## src/rtl/memory_pkg.sv

```systemverilog
// Shared types for the LEGv8 memory stage: FSM states and EX/MEM, MEM/WB register layouts.
// Widths here set the stage datapath; the top-level parameters must match them.
package memory_pkg;

   localparam int MEM_DATA_W = 64;
   localparam int MEM_REG_W  = 5;

   typedef enum logic {
      MEM_IDLE = 1'b0,
      MEM_BUSY = 1'b1
   } mem_state_t;

   typedef struct packed {
      logic                  valid;
      logic                  mem_read;
      logic                  mem_write;
      logic                  branch;
      logic                  zero;
      logic                  reg_write;
      logic                  mem_to_reg;
      logic [MEM_REG_W-1:0]  write_reg;
      logic [MEM_DATA_W-1:0] alu_result;
      logic [MEM_DATA_W-1:0] write_data;
      logic [MEM_DATA_W-1:0] pc_branch;
   } ex_mem_t;

   typedef struct packed {
      logic                  valid;
      logic                  reg_write;
      logic [MEM_REG_W-1:0]  write_reg;
      logic [MEM_DATA_W-1:0] result;
   } mem_wb_t;

endpackage

```

## src/rtl/memory_access_if.sv

```systemverilog
// Data-memory req/ack bus: the stage (master) holds req/we/addr/wdata until ack; rdata valid with ack.
// No latency of its own; the memory (slave) backpressures by withholding ack.
interface memory_access_if #(parameter int DATA_W = 64);

   logic              dm_req;
   logic              dm_we;
   logic [DATA_W-1:0] dm_addr;
   logic [DATA_W-1:0] dm_wdata;
   logic              dm_ack;
   logic [DATA_W-1:0] dm_rdata;

   modport master (
      output dm_req, dm_we, dm_addr, dm_wdata,
      input  dm_ack, dm_rdata
   );

   modport slave (
      input  dm_req, dm_we, dm_addr, dm_wdata,
      output dm_ack, dm_rdata
   );

endinterface

```

## src/rtl/pipeline_register.sv

```systemverilog
// Generic stage register: async active-low clear, loads d_i when en_i is high.
// One clock latency; en_i low holds the current contents.
module pipeline_register #(
   parameter type T = logic
) (
   input  logic clk,
   input  logic reset_n,
   input  logic en_i,
   input  T     d_i,
   output T     q_o
);

   always_ff @(posedge clk or negedge reset_n) begin
      if (!reset_n) begin
         q_o <= '0;
      end else if (en_i) begin
         q_o <= d_i;
      end
   end

endmodule

```

## src/rtl/memory_access.sv

```systemverilog
// LEGv8 memory stage: EX/MEM register, data-memory req/ack FSM, branch resolve, MEM/WB register.
// E->W in 2 clocks (+k for an ack k cycles late); stall_M holds upstream while an access is unacked.
module memory_access
   import memory_pkg::*;
#(
   parameter int DATA_W = MEM_DATA_W,
   parameter int REG_W  = MEM_REG_W
) (
   input  logic              clk,
   input  logic              reset_n,
   input  logic              valid_E,
   input  logic [DATA_W-1:0] aluResult_E,
   input  logic [DATA_W-1:0] writeData_E,
   input  logic [DATA_W-1:0] PCBranch_E,
   input  logic              zero_E,
   input  logic              MemRead_E,
   input  logic              MemWrite_E,
   input  logic              Branch_E,
   input  logic              RegWrite_E,
   input  logic              MemtoReg_E,
   input  logic [REG_W-1:0]  writeReg_E,
   output logic              stall_M,
   output logic              PCSrc_M,
   output logic [DATA_W-1:0] PCBranch_M,
   output logic              valid_W,
   output logic              RegWrite_W,
   output logic [REG_W-1:0]  writeReg_W,
   output logic [DATA_W-1:0] result_W,
   memory_access_if.master   dm
);

   ex_mem_t    ex_mem_d, ex_mem_q;
   mem_wb_t    mem_wb_d, mem_wb_q;
   mem_state_t state_d, state_q;
   logic       memop_M;

   // A bubble carries no control bits, so nothing downstream can act on stale data.
   always_comb begin
      ex_mem_d            = '0;
      ex_mem_d.valid      = valid_E;
      ex_mem_d.mem_read   = valid_E & MemRead_E;
      ex_mem_d.mem_write  = valid_E & MemWrite_E;
      ex_mem_d.branch     = valid_E & Branch_E;
      ex_mem_d.zero       = valid_E & zero_E;
      ex_mem_d.reg_write  = valid_E & RegWrite_E;
      ex_mem_d.mem_to_reg = valid_E & MemtoReg_E;
      ex_mem_d.write_reg  = writeReg_E;
      ex_mem_d.alu_result = aluResult_E;
      ex_mem_d.write_data = writeData_E;
      ex_mem_d.pc_branch  = PCBranch_E;
   end

   pipeline_register #(.T(ex_mem_t)) u_ex_mem (
      .clk     (clk),
      .reset_n (reset_n),
      .en_i    (~stall_M),
      .d_i     (ex_mem_d),
      .q_o     (ex_mem_q)
   );

   // The ack cycle always releases the stall, so EX/MEM advances on the same edge the
   // access completes; a new instruction never sees a previous instruction's ack.
   assign memop_M     = ex_mem_q.valid & (ex_mem_q.mem_read | ex_mem_q.mem_write);
   assign dm.dm_req   = memop_M;
   assign dm.dm_we    = ex_mem_q.mem_write;
   assign dm.dm_addr  = ex_mem_q.alu_result;
   assign dm.dm_wdata = ex_mem_q.write_data;
   assign stall_M     = memop_M & ~dm.dm_ack;

   always_ff @(posedge clk or negedge reset_n) begin
      if (!reset_n) begin
         state_q <= MEM_IDLE;
      end else begin
         state_q <= state_d;
      end
   end

   always_comb begin
      state_d = state_q;
      case (state_q)
         MEM_IDLE: if (memop_M && !dm.dm_ack) state_d = MEM_BUSY;
         MEM_BUSY: if (dm.dm_ack)             state_d = MEM_IDLE;
         default:                             state_d = MEM_IDLE;
      endcase
   end

   assign PCSrc_M    = ex_mem_q.valid & ex_mem_q.branch & ex_mem_q.zero;
   assign PCBranch_M = ex_mem_q.pc_branch;

   always_comb begin
      mem_wb_d           = '0;
      mem_wb_d.valid     = ex_mem_q.valid & ~stall_M;
      mem_wb_d.reg_write = ex_mem_q.reg_write & ex_mem_q.valid & ~stall_M;
      mem_wb_d.write_reg = ex_mem_q.write_reg;
      mem_wb_d.result    = ex_mem_q.mem_to_reg ? dm.dm_rdata : ex_mem_q.alu_result;
   end

   pipeline_register #(.T(mem_wb_t)) u_mem_wb (
      .clk     (clk),
      .reset_n (reset_n),
      .en_i    (1'b1),
      .d_i     (mem_wb_d),
      .q_o     (mem_wb_q)
   );

   assign valid_W    = mem_wb_q.valid;
   assign RegWrite_W = mem_wb_q.reg_write;
   assign writeReg_W = mem_wb_q.write_reg;
   assign result_W   = mem_wb_q.result;

endmodule

```

## src/flat_wrapper.sv

```systemverilog
// flat-port wrapper written by rule: the top's interface ports become plain ports
module memory_access_flat import memory_pkg::*;
#(
   parameter int DATA_W = MEM_DATA_W,
   parameter int REG_W  = MEM_REG_W
)
  (clk, reset_n, valid_E, aluResult_E, writeData_E, PCBranch_E, zero_E, MemRead_E, MemWrite_E, Branch_E, RegWrite_E, MemtoReg_E, writeReg_E, stall_M, PCSrc_M, PCBranch_M, valid_W, RegWrite_W, writeReg_W, result_W, dm_dm_req, dm_dm_we, dm_dm_addr, dm_dm_wdata, dm_dm_ack, dm_dm_rdata);
  memory_access_if #(.DATA_W(DATA_W)) dm_i ();
  input  logic clk;
  input  logic reset_n;
  input  logic valid_E;
  input  logic [DATA_W-1:0] aluResult_E;
  input  logic [DATA_W-1:0] writeData_E;
  input  logic [DATA_W-1:0] PCBranch_E;
  input  logic zero_E;
  input  logic MemRead_E;
  input  logic MemWrite_E;
  input  logic Branch_E;
  input  logic RegWrite_E;
  input  logic MemtoReg_E;
  input  logic [REG_W-1:0] writeReg_E;
  output logic stall_M;
  output logic PCSrc_M;
  output logic [DATA_W-1:0] PCBranch_M;
  output logic valid_W;
  output logic RegWrite_W;
  output logic [REG_W-1:0] writeReg_W;
  output logic [DATA_W-1:0] result_W;
  output wire logic [$bits(dm_i.dm_req)-1:0] dm_dm_req;
  output wire logic [$bits(dm_i.dm_we)-1:0] dm_dm_we;
  output wire logic [$bits(dm_i.dm_addr)-1:0] dm_dm_addr;
  output wire logic [$bits(dm_i.dm_wdata)-1:0] dm_dm_wdata;
  input wire logic [$bits(dm_i.dm_ack)-1:0] dm_dm_ack;
  input wire logic [$bits(dm_i.dm_rdata)-1:0] dm_dm_rdata;
  assign dm_dm_req = dm_i.dm_req;
  assign dm_dm_we = dm_i.dm_we;
  assign dm_dm_addr = dm_i.dm_addr;
  assign dm_dm_wdata = dm_i.dm_wdata;
  assign dm_i.dm_ack = dm_dm_ack;
  assign dm_i.dm_rdata = dm_dm_rdata;
  memory_access #(.DATA_W(DATA_W), .REG_W(REG_W)) u_core (.clk(clk), .reset_n(reset_n), .valid_E(valid_E), .aluResult_E(aluResult_E), .writeData_E(writeData_E), .PCBranch_E(PCBranch_E), .zero_E(zero_E), .MemRead_E(MemRead_E), .MemWrite_E(MemWrite_E), .Branch_E(Branch_E), .RegWrite_E(RegWrite_E), .MemtoReg_E(MemtoReg_E), .writeReg_E(writeReg_E), .stall_M(stall_M), .PCSrc_M(PCSrc_M), .PCBranch_M(PCBranch_M), .valid_W(valid_W), .RegWrite_W(RegWrite_W), .writeReg_W(writeReg_W), .result_W(result_W), .dm(dm_i));
endmodule
```

## config.mk

```make
export PLATFORM = sky130hd
export DESIGN_NAME = memory_access_flat
export DESIGN_NICKNAME = d
export VERILOG_FILES = /design/src/rtl/memory_pkg.sv /design/src/rtl/memory_access_if.sv /design/src/rtl/pipeline_register.sv /design/src/rtl/memory_access.sv /design/src/flat_wrapper.sv
export SDC_FILE = /design/constraint.sdc
export NUM_CORES = 1
export LEC_CHECK = 0
export CORE_AREA = 2 2 212 214
export DETAILED_ROUTE_END_ITERATION = 12
export DIE_AREA = 0 0 214 216
export PLACE_DENSITY = 0.68
export SLEW_MARGIN = 20
export SYNTH_ARGS = -nofsm -noshare
export SYNTH_HDL_FRONTEND = slang
export SYNTH_SLANG_ARGS = --single-unit
```

## constraint.sdc

```tcl
create_clock -name clk -period 2.9 [get_ports clk]
set_input_delay 0.435 -clock clk [delete_from_list [all_inputs] [get_ports clk]]
set_output_delay 0.435 -clock clk [all_outputs]
set_load 0.01 [all_outputs]
```

# Word-level counts from Yosys, hierarchy flattened
# Cells that the tools add are included.
dict set report word_totals {
  ff_bits 275
  out_inout_bits 267
}
dict set report op_classes {
  n_bitwise 16
  n_mux 1
}
# op n
set ops {}
lappend ops {{$mux W64} 1}
lappend ops {{$and A1 B1 Y1} 13}
lappend ops {{$not A1 Y1} 2}
lappend ops {{$or A1 B1 Y1} 1}

# Depth between registers and ports, before layout
dict set report depth {
  word_depth 5
  depth_mapped 5
}

# Hierarchy
# A second synthesis with hierarchy kept.
dict set report hier_totals {
  cells_unflattened 667
  hier_area_um2 12391.9
}
# mod area_per_inst_um2 seq_area_each_um2 instances cells_per_inst
set modules_own_cells {}
lappend modules_own_cells {{pipeline_register (u_core.u_ex_mem)} 8236.6 5104.9 1 431}
lappend modules_own_cells {{pipeline_register (u_core.u_mem_wb)} 2990.4 1776.7 1 150}
lappend modules_own_cells {memory_access 1164.9 0.0 1 86}

# Worst setup path after synthesis
# OpenSTA, ideal clock, no wires.
dict set report synth_path {
  kind {flip-flop to output port}
  start {register u_core.u_ex_mem.q_o[201] (netlist bit)}
  end {output stall_M}
  path_buffers 2
  t_arrival_ns 1.028
  setup_slack_ns 1.437
  stages_incl_launch_ff 5
  required_time_ns 2.465
  path_cell_list {dfrtp_1 -> o21ai_2 -> nor2_4 -> buf_4 -> buf_4}
}
dict set report synth_between {
  elab_chain_len 3
}
# element line
set synth_rtl {}
lappend synth_rtl {{start: declaration} pipeline_register.sv:10} ;# output T q_o
lappend synth_rtl {{start signal: assignment} pipeline_register.sv:17} ;# q_o <= d_i;
lappend synth_rtl {{$or A1 B1 Y1} memory_access.sv:63} ;# assign memop_M = ex_mem_q.valid & (ex_mem_q.mem_read | ex_mem_q.mem_write);
lappend synth_rtl {{$and A1 B1 Y1} memory_access.sv:63}
lappend synth_rtl {{$and A1 B1 Y1} memory_access.sv:68} ;# assign stall_M = memop_M & ~dm.dm_ack;
lappend synth_rtl {{end: declaration} flat_wrapper.sv:22} ;# output logic stall_M;
# Every way passes these cells.

# Worst setup path in the final report
dict set report layout_path {
  start {register u_core.u_ex_mem.q_o[203] (netlist bit)}
  end {output stall_M}
}
dict set report layout_between {
  elab_chain_len 2
}
# element line
set layout_rtl {}
lappend layout_rtl {{$and A1 B1 Y1} memory_access.sv:63}
lappend layout_rtl {{$and A1 B1 Y1} memory_access.sv:68}
# Every way passes these cells.

==> impl_metrics.py <==
metrics = {
    "sta": {
        "finalSetupTns_ns": 0,
        "clock_skew_ns": 0.0150,
        "rsz0062_at_grt": "no",
        "fmax_mhz": 435,
        "hold_violations": 0,
        "setup_viol": 0,
        "worst_pin_slew_ns": 0.739,
        "max-slew-margin-rel": 0.507,
        "fin_crit_ns": 2.30,
        "finalMaxSlewViolations": 0,
        "finalCritPeriodShare": 0.792,
    },
    "cells_and_area": {
        "final_common_cell": "clkdlybuf4s50_1",
        "area_growth_pct": 48.5,
        "drive_above_1_share": 0.175,
        "finish.utilization": 0.394,
        "diodes": 0,
        "final_net_count": 1422,
        "layout_common_cells": "clkdlybuf4s50_1, dfrtp_1, mux2_2, mux2_1, clkbuf_16",
    },
    "outcome": {
        "outcome": "finished, final reports clean",
    },
    "clock_tree": {
        "clockBufferDepth": 3,
        "path_clk_slew_ns": 0.06,
        "cts-buffers-inserted": 31,
        "cts.repair.resized": 0,
        "cts_root_buf": "clkbuf_16",
        "cts_tree": "done",
        "cts_hold_buf": 1,
        "cts_sinks": 275,
        "clk_latency_ns": 0.56,
        "cts_setup_buffers": 0,
        "cts_max_level": 1,
    },
    "drt": {
        "ant_nets": 0,
        "drt_pass1_iterations": 4,
        "via_per_inst": 4.00,
        "wirelength_um": 31200,
        "drtIter0Drc": 191,
        "avgRoutedWirePerCell_um": 17.7,
        "num_vias": 7061,
        "drc": 0,
    },
    "setup_path": {
        "critPathBufInv": 1,
        "cp_slowest_stage_delay_ns": 0.57,
        "required_ns": 2.47,
        "r2r_cells": 5,
        "crit_slowest_cell": "clkdlybuf4s50_1",
        "crit_path_end_kind": "output port",
        "worstSetupPathType": "flip-flop to output port",
        "crit_cells": 3,
        "path_cells": "o21ai_2 -> nor2_4 -> clkdlybuf4s50_1",
        "critPathArrivalTime_ns": 1.86,
        "crit_fanout": 6,
        "crit_family": "buffers and inverters",
        "worstSetupStartpointType": "flip-flop",
    },
    "global_routing": {
        "grt_max_degree": 88,
        "antenna_found_initial": 0,
        "grt_pass1_vias": 7822,
        "grt_pass1_wl_um": 47000,
        "grt_usage": 0.130,
        "grt-ovfl-total": 0,
    },
    "logic_synthesis": {
        "synth.distinct_cells": 18,
        "synth_enable_flop_cells": 0,
        "synth_cells": 782,
        "synth.top_cells.by_area": "dfrtp_1, mux2_2, buf_4",
        "netlist_area_um2": 11600,
        "synth_nets": 1053,
        "yosysWarnings": 0,
        "synth_top_area_cell": "dfrtp_1",
        "synth-seq-area-share": 0.591,
        "synth-seq-cells": 275,
        "synthArstFlopShare": 1.00,
        "avgSynthCellArea_um2": 14.9,
        "ys.flop_type": "dfrtp_1",
        "yosysTopAreaCellShare": 0.591,
    },
    "pwr": {
        "ir_drop_mv": 0.379,
        "powerDensity_nw_per_um2": 585,
        "p_leak_nw": 6.96,
    },
    "worst_hold_path": {
        "hold_depth": 0,
        "min_path_type": "flip-flop to flip-flop",
    },
    "die": {
        "die_w_um": 214,
        "fp.dieH_um": 216,
        "design.core.area_um2": 43800,
        "start_util": 0.266,
        "pin_count": 538,
        "dieArea_um2": 46200,
        "num_rows": 77,
    },
    "placed_design": {
        "dpl.hpwl_um": 23600,
        "place_congestion": 0.843,
        "numPortBuffers": 537,
    },
    "job": {
        "max_cap_viol_count": 0,
    },
}
==> layout make-up <==
cell class | count | area (um2)
inverter | 5 | 18.8
clock inverter | 3 | 43.8
clock buffer | 51 | 911
fill | 4126 | 26500
tap | 592 | 741
timing repair buffer | 557 | 5620
sequential | 275 | 6880
multi-input combinational | 281 | 3070
==> metal layers <==
layer | share of wire | vias to the layer above | track usage
met5 | 0 | - | 0
met2 | 0.52 | 270 | 0.234
li1 | - | 3190 | -
met3 | 0.076 | 36 | 0.0378
met4 | 0.020 | 0 | 0.0380
met1 | 0.39 | 3565 | 0.150
==> sequential cells by signal, summed over array words and instances, names as in the netlist <==
name,count
u_core.u_mem_wb.q_o,71
u_core.u_ex_mem.q_o,204
==> cells by family after synthesis <==
logic type             Yosys count  share of synthesized area
DFF                            275                      0.591
muxes                          265                      0.256
buffers and inverters          226                      0.145
and+or+nand+nor                 13                    0.00645
AOI/OAI and AO/OA                3                    0.00161
==> Yosys cell counts (2+ instances only) <==
| library cell | instances |
|---|---|
| dfrtp_1 | 275 |
| buf_4 | 194 |
| inv_1 | 5 |
| mux2_1 | 120 |
| nand3b_1 | 2 |
| buf_6 | 13 |
| mux2i_1 | 4 |
| nand2_1 | 6 |
| o21ai_0 | 2 |
| mux2_2 | 141 |
| buf_2 | 13 |
==> per-stage QoR <==
| step | cell area [um2] | worst slack (ns) | total power [mW] | hold slack [ns] | instances |
|---|---|---|---|---|---|
| floorplan | 11600 | 1.44 | 5.45 | 0.139 | 782 |
| global placement | 16300 | 0.682 | 6.46 | 0.360 | 1709 |
| detailed placement | 16300 | 0.656 | 6.50 | 0.363 | 1709 |
| CTS | 17300 | 0.562 | 10.3 | 0.377 | 1764 |
| global route | 17300 | 0.520 | 10.6 | 0.389 | 1764 |
| finish | 17300 | 0.603 | 10.1 | 0.371 | 1764 |
==> final timing paths <==
| check | slack, ns | from | end |
|---|---|---|---|
| hold reg to reg | 0.37 | u_core.u_ex_mem.q_o[196] | u_core.u_mem_wb.q_o[68] |
| setup / recovery | 0.60 | u_core.u_ex_mem.q_o[203] | stall_M |
| hold / removal | 0.37 | u_core.u_ex_mem.q_o[196] | u_core.u_mem_wb.q_o[68] |
| setup reg to reg | 1.04 | u_core.u_ex_mem.q_o[203] | u_core.u_ex_mem.q_o[113] |
| max in group asynchronous | 1.52 | reset_n | u_core.u_ex_mem.q_o[82] |
| min in group asynchronous | 0.47 | reset_n | u_core.u_ex_mem.q_o[102] |
==> power by group <==
part	switching [mW]	internal, mW
clock network	1.50	2.20
logic	0.711	1.26
registers	0.218	4.21
==> worst reg2reg max path: cells and delay by family (launching register included) <==
family / cells / cell delay [ns]
buf+inv: 2 / 0.57
flops: 1 / 0.45
mux: 1 / 0.43
simple gates: 1 / 0.17
compound gates: 1 / 0.12
(Power assumes the default switching activity.)
